[src/rtl/nibbler_pkg.sv]
// Shared types and default widths for the nibbler RAM subsystem.
// Holds the arbiter state encoding and the bus/burst defaults.
package nibbler_pkg;

   localparam int ADDR_W    = 12;
   localparam int DATA_W    = 4;
   localparam int BURST_MAX = 4;

   typedef enum logic [1:0] {
      IDLE = 2'd0,
      GNT0 = 2'd1,
      GNT1 = 2'd2
   } arb_state_t;

endpackage

[src/rtl/ram_arbiter.sv]
// Two-port round-robin arbiter in front of one synchronous RAM.
// Port 0 is the CPU, port 1 the loader/DMA; bursts are capped under contention.
module ram_arbiter #(
   parameter int ADDR_W    = nibbler_pkg::ADDR_W,
   parameter int DATA_W    = nibbler_pkg::DATA_W,
   parameter int BURST_MAX = nibbler_pkg::BURST_MAX
) (
   input  logic              clk,
   input  logic              reset,
   input  logic              req0,
   input  logic              req1,
   input  logic              we0,
   input  logic              we1,
   input  logic [ADDR_W-1:0] addr0,
   input  logic [ADDR_W-1:0] addr1,
   input  logic [DATA_W-1:0] wdata0,
   input  logic [DATA_W-1:0] wdata1,
   output logic              gnt0,
   output logic              gnt1,
   output logic              rvalid0,
   output logic              rvalid1,
   output logic [DATA_W-1:0] rdata,
   output logic              ram_cs,
   output logic              ram_we,
   output logic [ADDR_W-1:0] ram_addr,
   output logic [DATA_W-1:0] ram_wdata,
   input  logic [DATA_W-1:0] ram_rdata
);
   import nibbler_pkg::*;

   localparam int CNT_W = $clog2(BURST_MAX + 1);
   localparam logic [CNT_W-1:0] CNT_MAX = CNT_W'(BURST_MAX);

   arb_state_t       state;
   arb_state_t       state_next;
   logic [CNT_W-1:0] burst_cnt;
   logic [CNT_W-1:0] cnt_next;
   logic             last;
   logic             acc0;
   logic             acc1;
   logic             acc;
   logic             at_limit;
   logic             switching;

   assign gnt0 = (state == GNT0);
   assign gnt1 = (state == GNT1);

   // Reset gates the accept terms so the RAM is never selected during reset.
   assign acc0 = ~reset & req0 & gnt0;
   assign acc1 = ~reset & req1 & gnt1;
   assign acc  = acc0 | acc1;

   assign ram_cs = acc;

   // Saturating view of the count including this edge's transfer.
   always_comb begin
      cnt_next = burst_cnt;
      if (acc && (burst_cnt != CNT_MAX))
         cnt_next = burst_cnt + 1'b1;
   end

   // The grant yields on the edge that completes its BURST_MAX-th transfer.
   assign at_limit  = (cnt_next == CNT_MAX);
   assign switching = (state_next != state);

   // Steer the granted port onto the RAM bus; zero when nothing is selected.
   always_comb begin
      ram_we    = 1'b0;
      ram_addr  = '0;
      ram_wdata = '0;
      unique case (1'b1)
         acc0: begin
            ram_we    = we0;
            ram_addr  = addr0;
            ram_wdata = wdata0;
         end
         acc1: begin
            ram_we    = we1;
            ram_addr  = addr1;
            ram_wdata = wdata1;
         end
         default: begin
            ram_we    = 1'b0;
            ram_addr  = '0;
            ram_wdata = '0;
         end
      endcase
   end

   // Next-state logic: round-robin from IDLE, handover on drop or burst cap.
   always_comb begin
      state_next = state;
      unique case (state)
         IDLE: begin
            if (req0 && req1)
               state_next = last ? GNT0 : GNT1;
            else if (req0)
               state_next = GNT0;
            else if (req1)
               state_next = GNT1;
         end
         GNT0: begin
            if (!req0)
               state_next = req1 ? GNT1 : IDLE;
            else if (req1 && at_limit)
               state_next = GNT1;
         end
         GNT1: begin
            if (!req1)
               state_next = req0 ? GNT0 : IDLE;
            else if (req0 && at_limit)
               state_next = GNT0;
         end
         default: state_next = IDLE;
      endcase
   end

   // State, burst counter and last-served pointer.
   always_ff @(posedge clk) begin
      if (reset) begin
         state     <= IDLE;
         burst_cnt <= '0;
         last      <= 1'b1;
      end else begin
         state     <= state_next;
         burst_cnt <= switching ? '0 : cnt_next;
         if (switching && (state_next == GNT0))
            last <= 1'b0;
         else if (switching && (state_next == GNT1))
            last <= 1'b1;
      end
   end

   // Reads return one cycle later, tagged to the port that issued them.
   always_ff @(posedge clk) begin
      if (reset) begin
         rvalid0 <= 1'b0;
         rvalid1 <= 1'b0;
      end else begin
         rvalid0 <= acc0 & ~we0;
         rvalid1 <= acc1 & ~we1;
      end
   end

   assign rdata = (rvalid0 | rvalid1) ? ram_rdata : '0;

endmodule

[config.mk]
export PLATFORM = sky130hd
export DESIGN_NAME = ram_arbiter
export DESIGN_NICKNAME = d
export VERILOG_FILES = /design/src/rtl/nibbler_pkg.sv /design/src/rtl/ram_arbiter.sv
export SDC_FILE = /design/constraint.sdc
export NUM_CORES = 1
export LEC_CHECK = 0
export CAP_MARGIN = 40
export CORE_UTILIZATION = 30
export CTS_CLUSTER_SIZE = 25
export DETAILED_ROUTE_END_ITERATION = 16
export PLACE_DENSITY = 0.77
export SYNTH_ARGS = -nofsm -noshare
export SYNTH_HDL_FRONTEND = slang
export SYNTH_SLANG_ARGS = --single-unit
[constraint.sdc]
create_clock -name clk -period 2.6 [get_ports clk]
set_input_delay 0.26 -clock clk [delete_from_list [all_inputs] [get_ports clk]]
set_output_delay 0.26 -clock clk [all_outputs]
set_load 0.1 [all_outputs]
==> impl_metrics.py <==
metrics = {
    "global_route": {
        "grtUsageTotal_pct": 19.3,
        "use_met2_pct": 36.0,
        "grt_max_degree": 19,
        "antenna_found_initial": 0,
        "grt_use_met1_pct": 21.6,
        "busiest_layer": "met2",
        "grt_pass1_wl_um": 4060,
        "gr-total-overflow": 0,
        "grt_pass1_vias": 930,
        "grt_use_met3_pct": 5.46,
    },
    "setup_path": {
        "cp-start-kind": "primary input",
        "cp_slowest_cell": "clkdlybuf4s50_1",
        "critPathCaptureType": "output port",
        "critical_path_class": "primary input to output port",
        "cp_top_family": "buffers and inverters",
        "cp.required_ns": 2.34,
        "critical-path-max-stage-delay_ns": 0.57,
        "path_max_fanout": 17,
        "crit_chain": "clkdlybuf4s50_1 -> and4bb_2 -> buf_4 -> a22o_1 -> buf_12",
        "arrival_ns": 1.92,
        "path_buf_inv": 3,
    },
    "cts": {
        "post-cts-setup-buffers": 0,
        "clock_path_buffers": 2,
        "cts-root-buf": "clkbuf_4",
        "htree_levels": 1,
        "cts.sinks": 8,
        "cts_hold_buf": 0,
        "clkLatencyLatePin_ns": 0.26,
        "cts_buffers": 3,
        "post_cts_resized": 0,
        "cts_tree": "yes",
        "path_clk_slew_ns": 0.06,
    },
    "floorplanning": {
        "row_count": 18,
        "die_x_um": 53.5,
        "die_h_um": 53.5,
        "die-area_um2": 2860,
        "core_um2": 2500,
        "initial_core_util_pct": 31.8,
        "io_pins": 68,
    },
    "yosys": {
        "netlist_instances": 91,
        "synthAdderAreaFrac_pct": 3.15,
        "syn_avg_cell_area_um2": 8.73,
        "ys_ff_latch": 8,
        "ys_top_cells_by_area": "dfxtp_1, a22o_1, nor2b_1, buf_6, xnor2_1",
        "synthXorXnorAreaFrac_pct": 3.31,
        "syn_area_um2": 795,
        "ys_types": 37,
        "synth_warnings": 0,
        "synthTopCellsByCount": "a22o_1, dfxtp_1, nor2b_1",
        "synth-compound-area-share_pct": 32.6,
        "synthMuxAreaShare_pct": 2.68,
        "synthFlopType": "dfxtp_1",
        "synth.top_cell.area_share_pct": 20.2,
        "async_reset_ff_share_pct": 0,
        "synth_top_family_by_area": "compound AO/OA/AOI/OAI gates",
        "synth_edf_count": 0,
        "syn-num-nets": 135,
        "synth_seq_area_share_pct": 20.2,
        "synth_top_area_cell": "dfxtp_1",
        "synth_most_common_cell": "a22o_1",
        "yosys.area_share.simple_pct": 28.8,
    },
    "route": {
        "first_pass_iters": 4,
        "viasPerCell": 5.19,
        "ant_nets": 0,
        "drtIter0Drc": 15,
        "drcViolationCount": 0,
        "wl_um": 2780,
        "vias": 965,
        "post_drt_wl_per_cell_um": 14.9,
    },
    "timing": {
        "slew_headroom_pct": 73.7,
        "hold_viol_final": 0,
        "setup_viol": 0,
        "post-route-period-util_pct": 84.0,
        "rsz0062_at_grt": "false",
        "final_max_slew_viol_count": 0,
        "fin_crit_ns": 2.18,
        "finClkSkew_ns": 0.00756,
        "worstMarginPinSlew_ns": 0.391,
        "max_freq_mhz": 458,
    },
    "final_layout": {
        "diodes": 0,
        "drive_above_1_share_pct": 28.8,
        "syn_to_final_growth_pct": 109,
        "fin_cells": 186,
        "nets": 202,
    },
    "placed_design": {
        "gp_congestion": 0.851,
        "numPortBuffers": 67,
        "dpl.cell_count": 183,
        "hpwl_um": 2350,
    },
    "power": {
        "peakVddDrop_mv": 0.239,
        "power.leakage_uw": 0.000655,
        "power_density_nw_per_um2": 305,
        "design_power_total_uw": 506,
    },
    "job": {
        "cap_violations": 0,
    },
    "worst_hold_path": {
        "hold_path.class": "primary input to flop",
    },
    "run_status": {
        "status": "complete, no violations",
    },
}
[final cells by class]
cell class              instances  area, µm²
inverters                       4       15.0
flip-flops and latches          8        160
multi-input cells              70        563
repair buffers                 71        861
well taps                      30       37.5
fillers                       202        841
clock buffers                   3       22.5
[path summary, 6_finish.rpt]
path                       end         start  cells past startpoint  slack (ns)
setup / recovery   ram_addr[3]         reset                      5        0.42
hold / removal         rvalid0           we0                      2        0.58
setup reg to reg      state[0]      state[1]                      6        0.65
hold reg to reg   burst_cnt[1]  burst_cnt[1]                      2        0.59
[placed cells by master, fill, tap and decap left out, types with 2 or more instances in the layout]
master / n
a21oi_1: 3
a22o_1: 18
buf_12: 18
buf_4: 12
clkbuf_4: 3
clkdlybuf4s50_1: 41
dfxtp_1: 8
ha_1: 2
inv_1: 4
nand2_1: 4
nand2b_1: 3
nor2_1: 3
nor2b_1: 5
nor3_1: 4
nor4_1: 3
xnor2_1: 3
[power by group]
group | internal [µW] | total, µW | leakage, µW | switching (µW)
combinational | 124 | 274 | 0.000576 | 150
clock | 52.8 | 94.9 | 0.0000138 | 42.1
sequential | 128 | 137 | 0.0000652 | 9.57
[kinds of logic (layout without fill, tap and decap cells)]
kind of cell / after synthesis / in the layout
xor+xnor: 3 / 3
fa+ha+maj: 2 / 2
compound gates: 30 / 30
flops: 8 / 8
mux: 2 / 2
buf+inv: 13 / 78
simple gates: 33 / 33
[metal layers]
metal | share of wire, % | vias up
met5 | 0 | -
met2 | 52 | 48
met4 | 0 | 0
met1 | 38 | 444
li1 | - | 473
met3 | 10 | 0
[registers in the layout, summed over array words and instances (netlist names)]
register and count:
burst_cnt 3, state 2, rvalid0 1, rvalid1 1, last 1
[stage by stage]
step	cell area, µm²	setup TNS (ns)	utilization, %	hold slack [ns]	setup WS, ns
6_report	1660	0	66.4	0.582	0.417
5_1_grt	1660	0	66.4	0.588	0.337
4_1_cts	1660	0	66.4	0.578	0.414
3_5_place_dp	1640	0	65.5	0.580	0.252
3_3_place_gp	1640	0	65.5	0.578	0.378
2_1_floorplan	797	-0.694	-	0.337	-0.174
Power figures use the tool's default switching activity.
